### config.mk
export PLATFORM = sky130hd
export DESIGN_NAME = uart_tx_cfg
export DESIGN_NICKNAME = d
export VERILOG_FILES = /design/src/rtl/uart_tx_cfg.sv
export SDC_FILE = /design/constraint.sdc
export NUM_CORES = 1
export LEC_CHECK = 0
export ABC_AREA = 0
export BUFFER_PORTS_ARGS = -buffer_cell sky130_fd_sc_hd__buf_2
export CAP_MARGIN = 20
export CORE_MARGIN = 3
export CORE_UTILIZATION = 55
export CTS_CLUSTER_DIAMETER = 40
export DETAILED_ROUTE_END_ITERATION = 7
export GPL_TIMING_DRIVEN = 1
export PLACE_DENSITY = 0.81
export SETUP_SLACK_MARGIN = 0.4
export SLEW_MARGIN = 40
export SYNTH_ARGS = -nofsm -noshare
export SYNTH_HDL_FRONTEND = slang
export SYNTH_SLANG_ARGS = --single-unit
### constraint.sdc
create_clock -name clk -period 2.4 [get_ports clk]
set_clock_uncertainty 0.2 [all_clocks]
set_input_delay 0.12 -clock clk [delete_from_list [all_inputs] [get_ports clk]]
set_output_delay 0.12 -clock clk [all_outputs]
set_load 0.01 [all_outputs]
### src/rtl/uart_tx_cfg.sv
// -----------------------------------------------------------------------------
// uart_tx_cfg
//   Parametrised UART transmitter. Sends a start bit, DATA_BITS data bits
//   (LSB first), an optional odd/even parity bit and 1 or 2 stop bits. Each
//   bit lasts BAUD_DIV clk cycles. A ready/valid handshake accepts a word
//   only while idle, so the block can be fed straight from a FIFO.
//
// Parameters
//   BAUD_DIV   clk cycles per bit (>= 2)
//   DATA_BITS  data bits per frame (5..9)
//   PARITY     0 = none, 1 = odd, 2 = even
//   STOP_BITS  1 or 2
//
// Ports
//   clk       in   system clock, rising edge
//   rst       in   asynchronous active-high reset
//   tx_data   in   word to send, sampled on the accept edge only
//   tx_valid  in   word available (may be held for back-to-back frames)
//   tx_ready  out  high while idle; accept = tx_valid & tx_ready
//   dout      out  registered serial line, idles high
//   busy      out  high from the accept edge to the end of the last stop bit
//   done      out  one-cycle pulse in the first idle cycle after a frame
//
// States
//   S_IDLE   | line high, waiting for tx_valid
//   S_START  | start bit (low)
//   S_DATA   | data bits, LSB first, bit_cnt tracks position
//   S_PARITY | parity bit (skipped when PARITY == 0)
//   S_STOP   | stop bit(s), bit_cnt reused as stop-bit index
// -----------------------------------------------------------------------------
module uart_tx_cfg #(
  parameter int BAUD_DIV  = 10416,
  parameter int DATA_BITS = 8,
  parameter int PARITY    = 0,
  parameter int STOP_BITS = 1
) (
  input  logic                 clk,
  input  logic                 rst,
  input  logic [DATA_BITS-1:0] tx_data,
  input  logic                 tx_valid,
  output logic                 tx_ready,
  output logic                 dout,
  output logic                 busy,
  output logic                 done
);

  // Elaboration-time guards against unsupported configurations
  if (PARITY < 0 || PARITY > 2) begin : g_bad_parity
    $error("uart_tx_cfg: PARITY must be 0, 1 or 2");
  end
  if (STOP_BITS < 1 || STOP_BITS > 2) begin : g_bad_stop
    $error("uart_tx_cfg: STOP_BITS must be 1 or 2");
  end
  if (DATA_BITS < 5 || DATA_BITS > 9) begin : g_bad_data
    $error("uart_tx_cfg: DATA_BITS must be in 5..9");
  end
  if (BAUD_DIV < 2) begin : g_bad_baud
    $error("uart_tx_cfg: BAUD_DIV must be >= 2");
  end

  localparam int BW = (BAUD_DIV > 1) ? $clog2(BAUD_DIV) : 1;
  localparam int CW = $clog2(DATA_BITS);

  localparam logic [BW-1:0] BAUD_LAST = BW'(BAUD_DIV - 1);
  localparam logic [CW-1:0] BIT_LAST  = CW'(DATA_BITS - 1);
  localparam logic [CW-1:0] STOP_LAST = CW'(STOP_BITS - 1);

  typedef enum logic [2:0] {
    S_IDLE   = 3'd0,
    S_START  = 3'd1,
    S_DATA   = 3'd2,
    S_PARITY = 3'd3,
    S_STOP   = 3'd4
  } state_t;

  state_t               state;
  logic [BW-1:0]        baud_cnt;
  logic [CW-1:0]        bit_cnt;
  logic [DATA_BITS-1:0] shreg;
  logic                 par_bit;
  logic                 tick;

  assign tick     = (baud_cnt == BAUD_LAST);
  assign tx_ready = (state == S_IDLE);

  always_ff @(posedge clk or posedge rst) begin
    if (rst) begin
      state    <= S_IDLE;
      baud_cnt <= '0;
      bit_cnt  <= '0;
      shreg    <= '0;
      par_bit  <= 1'b0;
      dout     <= 1'b1;
      busy     <= 1'b0;
      done     <= 1'b0;
    end else begin
      done <= 1'b0;

      // Baud counter free-runs only inside a frame and wraps on the tick
      if (state == S_IDLE || tick) begin
        baud_cnt <= '0;
      end else begin
        baud_cnt <= baud_cnt + BW'(1);
      end

      case (state)
        S_IDLE: begin
          bit_cnt <= '0;
          dout    <= 1'b1;
          if (tx_valid) begin
            shreg   <= tx_data;
            // Parity is fixed at accept so the PARITY state only replays it
            par_bit <= (PARITY == 1) ? ~^tx_data : ^tx_data;
            state   <= S_START;
            dout    <= 1'b0;
            busy    <= 1'b1;
          end
        end

        S_START: begin
          if (tick) begin
            state   <= S_DATA;
            dout    <= shreg[0];
            shreg   <= shreg >> 1;
            bit_cnt <= '0;
          end
        end

        S_DATA: begin
          if (tick) begin
            if (bit_cnt == BIT_LAST) begin
              bit_cnt <= '0;
              if (PARITY != 0) begin
                state <= S_PARITY;
                dout  <= par_bit;
              end else begin
                state <= S_STOP;
                dout  <= 1'b1;
              end
            end else begin
              bit_cnt <= bit_cnt + CW'(1);
              dout    <= shreg[0];
              shreg   <= shreg >> 1;
            end
          end
        end

        S_PARITY: begin
          if (tick) begin
            state   <= S_STOP;
            dout    <= 1'b1;
            bit_cnt <= '0;
          end
        end

        S_STOP: begin
          dout <= 1'b1;
          if (tick) begin
            if (bit_cnt == STOP_LAST) begin
              state   <= S_IDLE;
              busy    <= 1'b0;
              done    <= 1'b1;
              bit_cnt <= '0;
            end else begin
              bit_cnt <= bit_cnt + CW'(1);
            end
          end
        end

        default: begin
          state <= S_IDLE;
          busy  <= 1'b0;
          dout  <= 1'b1;
        end
      endcase
    end
  end

endmodule

==> Word-level counts from Yosys, hierarchy flattened <==
Index checks and enable logic that the tools add are counted.
Widths: inputs -> output; s select.
{ "op_classes": {"eq_ne": 15, "muxes": 33, "bitwise": 1, "n_addsub": 2, "n_reduce_logical": 12} }
{ "op_table": {"columns": ["cell", "count"], "rows": [
  ["$mux 3", 12],
  ["$mux 8", 4],
  ["$pmux 8 s3", 1],
  ["$ne 2x2->1 const B", 8],
  ["$pmux 3 s5", 1],
  ["$add 14x1->14 const B", 1],
  ["$eq 14x14->1 const B", 1],
  ["$mux 14", 1],
  ["$pmux 3 s4", 1],
  ["$mux 1", 11],
  ["$reduce_and 4->1", 2],
  ["$reduce_and 7->1", 1],
  ["$eq 3x2->1 const B", 2],
  ["$eq 3x3->1 const B", 2],
  ["$logic_not 3->1", 2],
  ["$reduce_and 5->1", 1],
  ["$pmux 1 s4", 1],
  ["$reduce_bool 4->1", 1],
  ["$add 3x1->3 const B", 1],
  ["$eq 3x1->1 const B", 1],
  ["$pmux 1 s3", 1],
  ["$reduce_and 3->1", 1],
  ["$reduce_bool 3->1", 1],
  ["$reduce_or 3->1", 1],
  ["4 further kinds", 4]
]} }
{ "totals": {"ff_bits": 31} }

==> Longest topological paths before layout <==
{ "depth": {"word_depth": 4, "depth_mapped": 8, "ltp_nobuf": 6} }

==> Worst setup path after synthesis <==
No wires, ideal clock.
{ "synth_path": {"path_kind": "register to register", "start": "register baud_cnt[0]", "end": "register shreg[0]", "required_time_ns": 2.075, "slack_ns": 0.329, "period_less_slack_ns": 2.071, "t_arrival_ns": 1.746, "setup_ns": 0.125, "stages_incl_launch_ff": 7, "path_cell_list": "dfrtp_1 ha_1 and4_1 buf_4 nand4_2 a211oi_4 mux2_2"} }
{ "synth_via": {"elab_chain_len": 3, "word_cells_on_any_way": 4, "cone_classes": "eq/ne: 3; reduce/logical: 1"} }
{ "synth_lines": {"columns": ["item", "line", "rtl"], "rows": [
  ["start: declaration", "77", "logic [BW-1:0] baud_cnt;"],
  ["start signal: assignment", "103", "baud_cnt <= baud_cnt + BW'(1);"],
  ["$eq 14x14->1 *", "83", "assign tick = (baud_cnt == BAUD_LAST);"],
  ["$ne 2x2->1 (no source line)", null, null],
  ["$reduce_and 5->1 (no source line) *", null, null],
  ["end signal: assignment", "111", "shreg <= tx_data;"],
  ["end signal: assignment", "124", "shreg <= shreg >> 1;"],
  ["end signal: assignment", "143", "shreg <= shreg >> 1;"],
  ["end: declaration", "79", "logic [DATA_BITS-1:0] shreg;"]
]} }
Every way passes the cells marked *; elsewhere a longest branch is shown, timed or not.
A chain may end at the register's enable or synchronous reset.

==> Final worst setup path <==
{ "layout_path": {"start": "register bit_cnt[0]", "end": "register shreg[0]"} }
{ "layout_via": {"elab_chain_len": 3} }
{ "layout_lines": {"columns": ["item", "line", "rtl"], "rows": [
  ["start: declaration", "78", "logic [CW-1:0] bit_cnt;"],
  ["start signal: assignment", "141", "bit_cnt <= bit_cnt + CW'(1);"],
  ["start signal: assignment", "165", "bit_cnt <= bit_cnt + CW'(1);"],
  ["$eq 3x3->1", "131", "if (bit_cnt == BIT_LAST) begin"],
  ["$ne 2x2->1 (no source line)", null, null],
  ["$reduce_and 5->1 (no source line)", null, null]
]} }
Every way passes these cells.

==> impl_metrics.py <==
metrics = {
    "status": {
        "status": "completed",
    },
    "setup_path": {
        "worstPathMaxFanout": 8,
        "worstSetupPathType": "reg2reg",
        "crit_chain": "ha_2 -> ha_4 -> o21ai_2 -> o21ai_2 -> a211oi_4 -> buf_12 -> mux2_4",
        "crit_required_ps": 2430,
        "reg2reg_from": "bit_cnt[0]",
        "cp_slowest_cell": "dfrtp_1",
        "crit_start": "bit_cnt[0]",
        "crit_family": "compound AO/OA/AOI/OAI gates",
        "worstPathBufferInverterCount": 1,
        "worstPathArrival_ps": 2100,
        "slowest_delay_ps": 400,
        "critPathCaptureType": "flop",
        "crit_path_frequent_cell": "o21ai_2",
        "start_kind": "flop",
    },
    "detailed_routing": {
        "drt_iter0_markers": 102,
        "dr.pass1.iters": 4,
        "ant_nets": 0,
        "wl_um": 4160,
        "vias": 1398,
        "drc_errors": 0,
        "avgRoutedWirePerCell_um": 17.9,
        "viasPerCell": 6.00,
    },
    "place": {
        "preCtsSetupSlack_ps": 144,
        "dpl.hpwl_um": 2480,
        "portBuffers": 14,
        "place_congestion": 0.850,
    },
    "cts": {
        "cts_root_buf": "clkbuf_4",
        "clock_path_buffers": 2,
        "cts.sinks": 31,
        "cts_tree": "yes",
        "clk_latency_ps": 340,
        "numCtsBuffers": 5,
        "cts-htree-levels": 2,
        "clk_pin_slew_worst_paths_ps": 100,
    },
    "worst_hold_path": {
        "hold_path_class": "in2async",
    },
    "cells_and_area": {
        "layout.core_utilization_pct": 74.3,
        "antenna_cells": 0,
        "final_nets": 216,
        "syn2layout_area_growth_pct": 26.4,
        "drive_gt1_share_pct": 34.2,
    },
    "sta": {
        "fin_ws_ps": 330,
        "period_minus_slack_ps": 2070,
        "setup_viol": 0,
        "max_slew_margin_pct": 52.9,
        "fin_tns_setup_ps": 0,
        "rsz0062_at_grt": "true",
        "worst_slew_pin_slew_ps": 706,
        "hold_viol_final": 0,
        "hold_slack_ps": 236,
        "drv_slew": 0,
        "finalCritPeriodShare_pct": 86.3,
        "max_freq_mhz": 483,
    },
    "power_and_ir_drop": {
        "p_seq_share_pct": 61.3,
        "peakVddDrop_v": 0.000394,
        "total_power_w": 0.000852,
        "p_int_w": 0.000653,
        "p_per_area_mw_per_mm2": 405,
        "power.switching_w": 0.000199,
        "leakage_nw": 0.987,
        "p_sw_share_pct": 23.4,
        "p_clk_share_pct": 34.7,
        "comb_power_share_pct": 4.0,
    },
    "logic_synthesis": {
        "synthesis.area_sq_mm": 0.00166,
        "yosys_warnings": 0,
        "netlist_instances": 162,
        "ys_seq_elements": 31,
        "syn_area_per_cell_sq_um": 10.3,
        "synth_nets": 177,
        "yosysUniqueCellTypes": 37,
        "ys_seq_area_share_pct": 46.7,
    },
    "flow_run": {
        "max_cap_viol_count": 0,
    },
    "global_route": {
        "grt.overflow.total": 0,
        "grt_pass1_vias": 1435,
        "track_usage_pct": 24.5,
        "grt_pass1_wl_um": 6470,
        "grt_max_degree": 20,
        "antenna_found_initial": 0,
    },
    "floorplanning": {
        "start_util_pct": 58.8,
        "die_x_um": 61.0,
        "rows": 19,
        "core_area_sq_mm": 0.00283,
        "ios": 15,
        "die_area_sq_mm": 0.00372,
        "fp.dieH_um": 61.0,
    },
}
layer usage:
layer / vias to the layer above / GRT usage, % / wire, um
met5: - / 0 / 0
met4: 0 / 13.9 / 116
met3: 15 / 6.38 / 204
met2: 51 / 44.3 / 2250
met1: 680 / 25.5 / 1600
li1: 652 / - / -
cell families (layout without fill, tap and decap cells):
logic type,after synthesis,in the layout,synth area share (%)
AO/OA/AOI/OAI,26,26,9.93
multiplexers,16,16,10.8
AND/OR/NAND/NOR,60,60,19.6
XOR/XNOR,11,11,5.79
buffers and inverters,14,54,4.14
adder cells (fa/ha/maj),4,4,3.01
flip-flops,31,31,46.7
power by group through the flow:
stage / logic, W / registers [W] / clock network [W]
after floorplan: 0.00000809 / 0.000532 / 0
after global placement: 0.0000198 / 0.000532 / 0
after detailed placement: 0.0000207 / 0.000532 / 0
after CTS: 0.0000329 / 0.000522 / 0.000302
after global routing: 0.0000377 / 0.000522 / 0.000334
final: 0.0000342 / 0.000522 / 0.000296
through the flow:
step / instances / instance area (sq um)
floorplan: 162 / 1670
global route: 233 / 2100
finish: 233 / 2100
detailed placement: 206 / 1790
CTS: 231 / 2040
global placement: 206 / 1790
path summary, 6_finish.rpt:
check	slack (ps)	endpoint	cells after the start
max in group asynchronous	1110	baud_cnt[10]	4
min in group clk	310	shreg[6]	1
worst max register to register	330	shreg[0]	7
worst min-delay path	240	shreg[3]	3
worst max-delay path	330	shreg[0]	7
worst min register to register	310	shreg[6]	1
placed cells by master, fill, tap and decap left out, types with 3 or more instances in the layout:
| cell type | netlist | layout |
|---|---|---|
| a21oi_1 | 10 | 10 |
| and4_1 | 4 | 3 |
| buf_2 | 4 | 14 |
| buf_4 | 1 | 16 |
| clkbuf_4 | 0 | 5 |
| dfrtp_1 | 30 | 28 |
| dlygate4sd3_1 | 0 | 10 |
| inv_1 | 5 | 5 |
| mux2_2 | 16 | 8 |
| mux2_4 | 0 | 8 |
| nand2_1 | 8 | 8 |
| nand2b_1 | 3 | 3 |
| nand3_1 | 8 | 8 |
| nand4_1 | 4 | 4 |
| nor2_1 | 17 | 16 |
| o21ai_0 | 8 | 4 |
| or3_1 | 3 | 3 |
| xor2_1 | 9 | 9 |
synthesized netlist by cell type, drive strengths merged:
cell | count | share of area, %
o31ai | 1 | 0.45
dfrtp | 30 | 45
mux2 | 16 | 11
or3 | 3 | 1.1
and4bb | 1 | 0.75
a221o | 1 | 0.60
o22ai | 2 | 0.75
o221ai | 1 | 0.53
o211ai | 1 | 0.45
nor4 | 1 | 0.38
nor2 | 17 | 3.8
nand4b | 1 | 0.53
a21oi | 10 | 3.0
nand2 | 8 | 1.8
dfstp | 1 | 1.6
xnor2 | 2 | 1.1
nand3b | 1 | 0.45
and3 | 2 | 0.75
nor2b | 2 | 0.75
nand4 | 5 | 2.3
clkbuf | 3 | 0.68
nand2b | 3 | 1.1
or2 | 1 | 0.38
a221oi | 1 | 0.53
nor3 | 2 | 0.60
a211oi | 1 | 1.2
and4 | 4 | 2.1
buf | 6 | 2.3
o21ai | 8 | 2.4
nand3 | 8 | 2.4
xor2 | 9 | 4.7
and2 | 1 | 0.38
ha | 4 | 3.0
inv | 5 | 1.1
tightest hold or removal path, cell delays in order:
cell	delay [ps]
dlygate4sd3_1	530
buf_2	120
inv_1	510
registers in the layout, indices dropped and copies added, names as in the netlist:
| name | flops |
|---|---|
| baud_cnt | 14 |
| shreg | 8 |
| bit_cnt | 3 |
| state | 3 |
| busy | 1 |
| done | 1 |
| dout | 1 |
final cells by class:
cell class	instances	area (sq um)
multi-input combinational	117	902
sequential	31	779
fill	181	726
timing repair buffer	41	310
clock buffer	6	41.3
tap	31	38.8
inverter	5	18.8
clock inverter	2	12.5
timing repair:
action,in CTS,in global routing
setup endpoints to repair,25,22
pin swaps,3,2
hold buffers,10,0
setup buffers,7,2
gates resized for setup,8,15
hold endpoints to repair,28,0
No activity file was read; power rests on OpenSTA's default activity.
